File: src/rtl/sr_input_conditioner.sv
// sr_input_conditioner: synchronise and debounce set/reset buttons, then arbitrate
// them into mutually exclusive s/r levels with conflict lockout.
module sr_input_conditioner #(
  parameter int DEBOUNCE_CYCLES = 4,
  parameter int CNT_W = 16
) (
  input  logic clk,
  input  logic rst_n,
  input  logic btn_set,
  input  logic btn_reset,
  output logic s,
  output logic r,
  output logic set_pulse,
  output logic reset_pulse,
  output logic conflict
);
  localparam logic [CNT_W-1:0] LAST = CNT_W'(DEBOUNCE_CYCLES - 1);
  typedef enum logic [1:0] {S_IDLE, S_SET, S_RESET, S_LOCK} state_t;
  logic [1:0] raw, db;
  logic db_s, db_r;
  state_t state, nxt;
  assign raw = {btn_reset, btn_set};
  assign db_s = db[0];
  assign db_r = db[1];
  for (genvar i = 0; i < 2; i++) begin : g_ch
    logic [1:0] sync;
    logic deb;
    logic [CNT_W-1:0] cnt;
    always_ff @(posedge clk or negedge rst_n)
      if (!rst_n) begin
        sync <= '0;
        deb <= 1'b0;
        cnt <= '0;
      end else begin
        sync <= {sync[0], raw[i]};
        if (sync[1] == deb) cnt <= '0;
        else if (cnt == LAST) begin
          deb <= sync[1];
          cnt <= '0;
        end else cnt <= cnt + 1'b1;
      end
    assign db[i] = deb;
  end
  always_comb
    nxt = state == S_IDLE  ? (db_s && db_r ? S_LOCK : db_r ? S_RESET : db_s ? S_SET : S_IDLE) :
          state == S_SET   ? (db_r ? S_LOCK : !db_s ? S_IDLE : S_SET) :
          state == S_RESET ? (db_s ? S_LOCK : !db_r ? S_IDLE : S_RESET) :
                             (!db_s && !db_r ? S_IDLE : S_LOCK);
  // Outputs are registered from nxt so they always mirror the state register.
  always_ff @(posedge clk or negedge rst_n)
    if (!rst_n) begin
      state <= S_IDLE;
      s <= 1'b0;
      r <= 1'b0;
      conflict <= 1'b0;
      set_pulse <= 1'b0;
      reset_pulse <= 1'b0;
    end else begin
      state <= nxt;
      s <= nxt == S_SET;
      r <= nxt == S_RESET;
      conflict <= nxt == S_LOCK;
      set_pulse <= nxt == S_SET && state != S_SET;
      reset_pulse <= nxt == S_RESET && state != S_RESET;
    end
endmodule

File: config.mk
export PLATFORM = sky130hd
export DESIGN_NAME = sr_input_conditioner
export DESIGN_NICKNAME = d
export VERILOG_FILES = /design/src/rtl/sr_input_conditioner.sv
export SDC_FILE = /design/constraint.sdc
export NUM_CORES = 1
export LEC_CHECK = 0
export ABC_AREA = 0
export BUFFER_PORTS_ARGS = -buffer_cell sky130_fd_sc_hd__buf_2
export CORE_MARGIN = 10
export CORE_UTILIZATION = 54
export DETAILED_ROUTE_END_ITERATION = 10
export PLACE_DENSITY = 0.74
export RECOVER_POWER = 100
export SLEW_MARGIN = 20
export SYNTH_ARGS = -nofsm -noshare
export SYNTH_HDL_FRONTEND = slang
export SYNTH_SLANG_ARGS = --single-unit
File: constraint.sdc
create_clock -name clk -period 1.4 [get_ports clk]
set_input_delay 0.35 -clock clk [delete_from_list [all_inputs] [get_ports clk]]
set_output_delay 0.35 -clock clk [all_outputs]
set_load 0.01 [all_outputs]
Word level (Yosys, flattened, before mapping)
Index checks and enable logic that the tools add are counted.
{ "word_totals": {"ff_bits": 45, "in_bits": 4, "output_inout_bits": 5, "elab_cells": 50} }
{ "op_classes": {"add_sub_neg": 2, "n_eq_ne": 11, "n_mux": 14, "bitwise": 2, "reduce_logical": 9} }
{ "op_table": {"columns": ["operator", "count"], "rows": [
  ["$mux W16", 4],
  ["$add A16 B1 Y16 const B", 2],
  ["$eq A16 B2 Y1 const B", 2],
  ["$mux W2", 9],
  ["$eq A2 B2 Y1 const B", 3],
  ["$eq A2 B1 Y1 const B", 2],
  ["$logic_and A1 B1 Y1", 4],
  ["$reduce_and A2 Y1", 2],
  ["$eq A1 B1 Y1", 2],
  ["$logic_not A1 Y1", 2],
  ["$logic_not A2 Y1", 1],
  ["$ne A2 B1 Y1 const B", 1],
  ["$ne A2 B2 Y1 const B", 1],
  ["$not A1 Y1", 2],
  ["$mux W1", 1]
]} }

Longest topological paths before layout
{ "depth": {"depth_word": 8, "depth_mapped": 6, "depth_no_buf": 5} }

Worst setup path before layout
Ideal clock, no wire load.
{ "synth_timing": {"path_kind": "register to register", "startpoint": "reg g_ch[1].cnt[0]", "endpoint": "reg g_ch[1].cnt[10]", "setup_time_ns": 0.121, "t_arrival_ns": 1.383, "required_time_ns": 1.279, "path_slack_ns": -0.104, "path_stages_with_launch": 7, "n_path_buf": 1, "period_less_slack_ns": 1.504, "cell_sequence": "dfrtp_1 -> ha_1 -> nor4b_1 -> nand4_1 -> nand2_1 -> buf_2 -> nor2_1"} }
{ "synth_via": {"elab_chain_cells": 3, "elab_cells_between_ends": 4, "classes_between": "add/sub: 1; eq/ne: 1; mux: 2"} }
{ "synth_rtl": {"columns": ["element", "line_no", "source"], "rows": [
  ["start, declared", "28", "logic [CNT_W-1:0] cnt;"],
  ["start signal, assigned", "40", "end else cnt <= cnt + 1'b1;"],
  ["$add A16 B1 Y16 or $eq A16 B2 Y1 (tied branches)", "40, 37", null],
  ["$mux W16 *", "37", "else if (cnt == LAST) begin"],
  ["$mux W16 *", "36", "if (sync[1] == deb) cnt <= '0;"]
]} }
Mark *: on every way between the ends. The rest lies on a longest branch, timed or not.
A chain may end at the register's enable or synchronous reset.

Final worst setup path
{ "layout_timing": {"startpoint": "reg g_ch[1].cnt[13]", "endpoint": "reg g_ch[1].cnt[9]"} }
{ "layout_via": {"elab_chain_cells": 3} }
{ "layout_rtl": {"columns": ["element", "line_no"], "rows": [
  ["$eq A16 B2 Y1", "37"],
  ["$mux W16", "37"],
  ["$mux W16", "36"]
]} }
No other way between the ends.

==> flow_summary.toml <==
[route]
ant_nets = 0
drt_iter0_drc = 174
drtPass1Iterations = 4
drt-total-wl_um = 5260
wl_per_cell_um = 18.5
vias_per_cell = 5.71
drc_errors = 0
vias = 1627

[sta]
setup-violations-final = 27
tightest_slew_ps = 1110
fin_crit_sh = 1.10
fin_ws_ps = -134
rsz0062_at_grt = "true"
drv_slew = 0
finalHoldViolCount = 0
fmax_ghz = 0.652
slew_headroom = 0.262
period_needed_ps = 1530
skew_ps = 13.1

[placed_design]
io_buffers = 8
dp_cells = 266
place_area_mm2 = 0.00232
hpwl_um = 2780
place_congestion = 0.859

[min_path]
holdPathEnd = "g_ch[0].sync[0]"
hp-start = "btn_set"
hold_path_class = "in2reg"
hold_depth = 1

[pwr]
pwr-share-comb = 0.272
p_clk_frac = 0.243
switchingPower_w = 0.00114
p_seq_frac = 0.485
ir_worst_vdd_mv = 1.46
internal_power_w = 0.00232
sw_frac_of_total = 0.329
power.total_w = 0.00347
powerDensity_mw_per_mm2 = 1290
leakage_nw = 1.19

[logic_synthesis]
ys_warn_count = 0
yosysSeqAreaShare = 0.570
syn-cell-area_mm2 = 0.00198
synth_seq_cells = 45
ys_types = 24
synth_nets = 192
syn-instance-count = 186
syn_avg_cell_area_um2 = 10.6

[clocking]
clock_sinks = 45
cts_tree = "yes"
root_buffer = "clkbuf_8"
cts-htree-levels = 2
numCtsBuffers = 5
clk_latency_ps = 290
path_clk_slew_ps = 90
clockBufferDepth = 2
hold_buffers = 0

[layout]
areaGrowthSynthToFinish_pct = 35.9
stdcell_area_mm2 = 0.00269
drive_gt1_frac = 0.339
final_cells = 285
antenna_cells = 0
most-common-layout-cells = "dfrtp_1 (43), buf_4 (32), nor2_1 (30)"
nets = 244
fillCellCount = 194
final_common_cell = "dfrtp_1"

[floorplan]
core_area_mm2 = 0.00344
fp-row-count = 21
ios = 9
fp.dieW_um = 80.5
floorplan.die.height_um = 80.5
start_util = 0.574
die-area_mm2 = 0.00648

[status]
status = "finished with violations"
violations = "negative setup slack"

[setup_path]
reg2reg_to = "g_ch[1].cnt[9]"
r2r_slack_ps = -130
path_class = "reg2reg"
crit_path_max_fanout = 15
r2r-start = "g_ch[1].cnt[13]"
arrival_ps = 1710
start_kind = "register"
end_kind = "register"
reg2reg_depth = 5
crit_required_ps = 1580

[global_routing]
grt_overflow_total = 0
grt_pass1_vias = 1610
antenna_found_initial = 0
grtUsageTotal = 0.137
grt_max_degree = 46
grt_pass1_wl_um = 7240

[job]
max-cap-violations = 0
Yosys cell counts (all sizes together):
| cell type | count | share of area |
|---|---|---|
| ha | 2 | 0.013 |
| or3 | 1 | 0.0032 |
| dfrtp | 45 | 0.57 |
| or4 | 1 | 0.0038 |
| xnor2 | 20 | 0.089 |
| mux2 | 2 | 0.011 |
| inv | 6 | 0.011 |
| nand2 | 8 | 0.015 |
| nand3 | 12 | 0.033 |
| nor3 | 8 | 0.020 |
| nor4 | 9 | 0.028 |
| and2 | 2 | 0.0063 |
| nand4 | 9 | 0.028 |
| nor2 | 35 | 0.066 |
| xor2 | 9 | 0.040 |
| and4 | 1 | 0.0057 |
| buf | 4 | 0.013 |
| nor4b | 4 | 0.018 |
| and3 | 4 | 0.013 |
| a21oi | 3 | 0.0076 |
| o31ai | 1 | 0.0038 |
sequential cells by signal, indices dropped and copies added (netlist names):
signal / count
state: 2
s: 1
conflict: 1
g_ch.sync: 4
r: 1
db_s: 1
db_r: 1
set_pulse: 1
reset_pulse: 1
g_ch.cnt: 32
worst max-delay path: stages, from the launching register on:
cell and delay, ps:
dfrtp_1 400, nor4_1 360, nand4_1 270, nand2_2 160, buf_12 150, nor2_1 70
cell type report:
type / count / area, µm² / share of cell area
well taps: 46 / 57.6 / 0.0214
repair buffers: 48 / 367 / 0.137
clock inverters: 2 / 16.3 / 0.00606
inverters: 6 / 22.5 / 0.00839
flip-flops and latches: 45 / 1130 / 0.420
multi-input cells: 132 / 1010 / 0.377
clock buffers: 6 / 82.6 / 0.0308
worst max-delay path by stage:
| stage | to | startpoint | slack [ps] |
|---|---|---|---|
| 5_1_grt | g_ch[1].cnt[9] | g_ch[1].cnt[0] | -190 |
| 3_5_place_dp | g_ch[0].cnt[8] | g_ch[0].cnt[1] | -230 |
| 2_1_floorplan | g_ch[0].cnt[11] | g_ch[0].cnt[0] | 3 |
| 3_3_place_gp | g_ch[0].cnt[14] | g_ch[0].cnt[0] | -80 |
| 6_report | g_ch[1].cnt[9] | g_ch[1].cnt[13] | -130 |
| 4_1_cts | g_ch[1].cnt[14] | g_ch[1].cnt[1] | -40 |
power groups by stage:
| stage | registers, W | logic, W | clock network (W) |
|---|---|---|---|
| finish | 0.00168 | 0.000943 | 0.000842 |
| floorplan | 0.00165 | 0.000454 | 0 |
| global placement | 0.00164 | 0.000757 | 0 |
| global route | 0.00170 | 0.00103 | 0.000920 |
| detailed placement | 0.00165 | 0.000786 | 0 |
| CTS | 0.00164 | 0.000839 | 0.000854 |
layer usage:
layer | routed length [µm] | up-vias | track usage
met5 | 0 | - | 0
met4 | 218 | 0 | 0.0352
met3 | 248 | 20 | 0.0379
met2 | 2680 | 57 | 0.232
met1 | 2120 | 808 | 0.165
li1 | - | 742 | -
kinds of logic (layout without fill, tap and decap cells):
logic type                 after synthesis  after routing  share of synthesized area
xor gates and xnor gates                29             29                      0.129
AOI/OAI and AO/OA                        4              4                     0.0114
buffers and inverters                   10             62                     0.0241
and+or+nand+nor                         94             95                      0.242
DFF                                     45             45                      0.570
muxes                                    2              2                     0.0114
adders and majority gates                2              2                     0.0127
what timing repair did:
action                     in CTS  in global routing
buffers inserted                4                  7
resized for setup              13                 27
pin swaps                       7                 15
setup endpoints to repair      33                 33
gates cloned                    0                  1
per-stage QoR:
stage / worst slack [ps] / util / TNS, ps / hold slack (ps)
6_report: -134 / 0.780 / -2100 / 158
4_1_cts: -41.3 / 0.732 / -421 / 28.5
3_5_place_dp: -228 / 0.673 / -3630 / 335
5_1_grt: -186 / 0.780 / -3870 / 146
3_3_place_gp: -81.9 / 0.673 / -1210 / 332
2_1_floorplan: 2.69 / - / 0 / 54.4
Power figures use the tool's default switching activity.
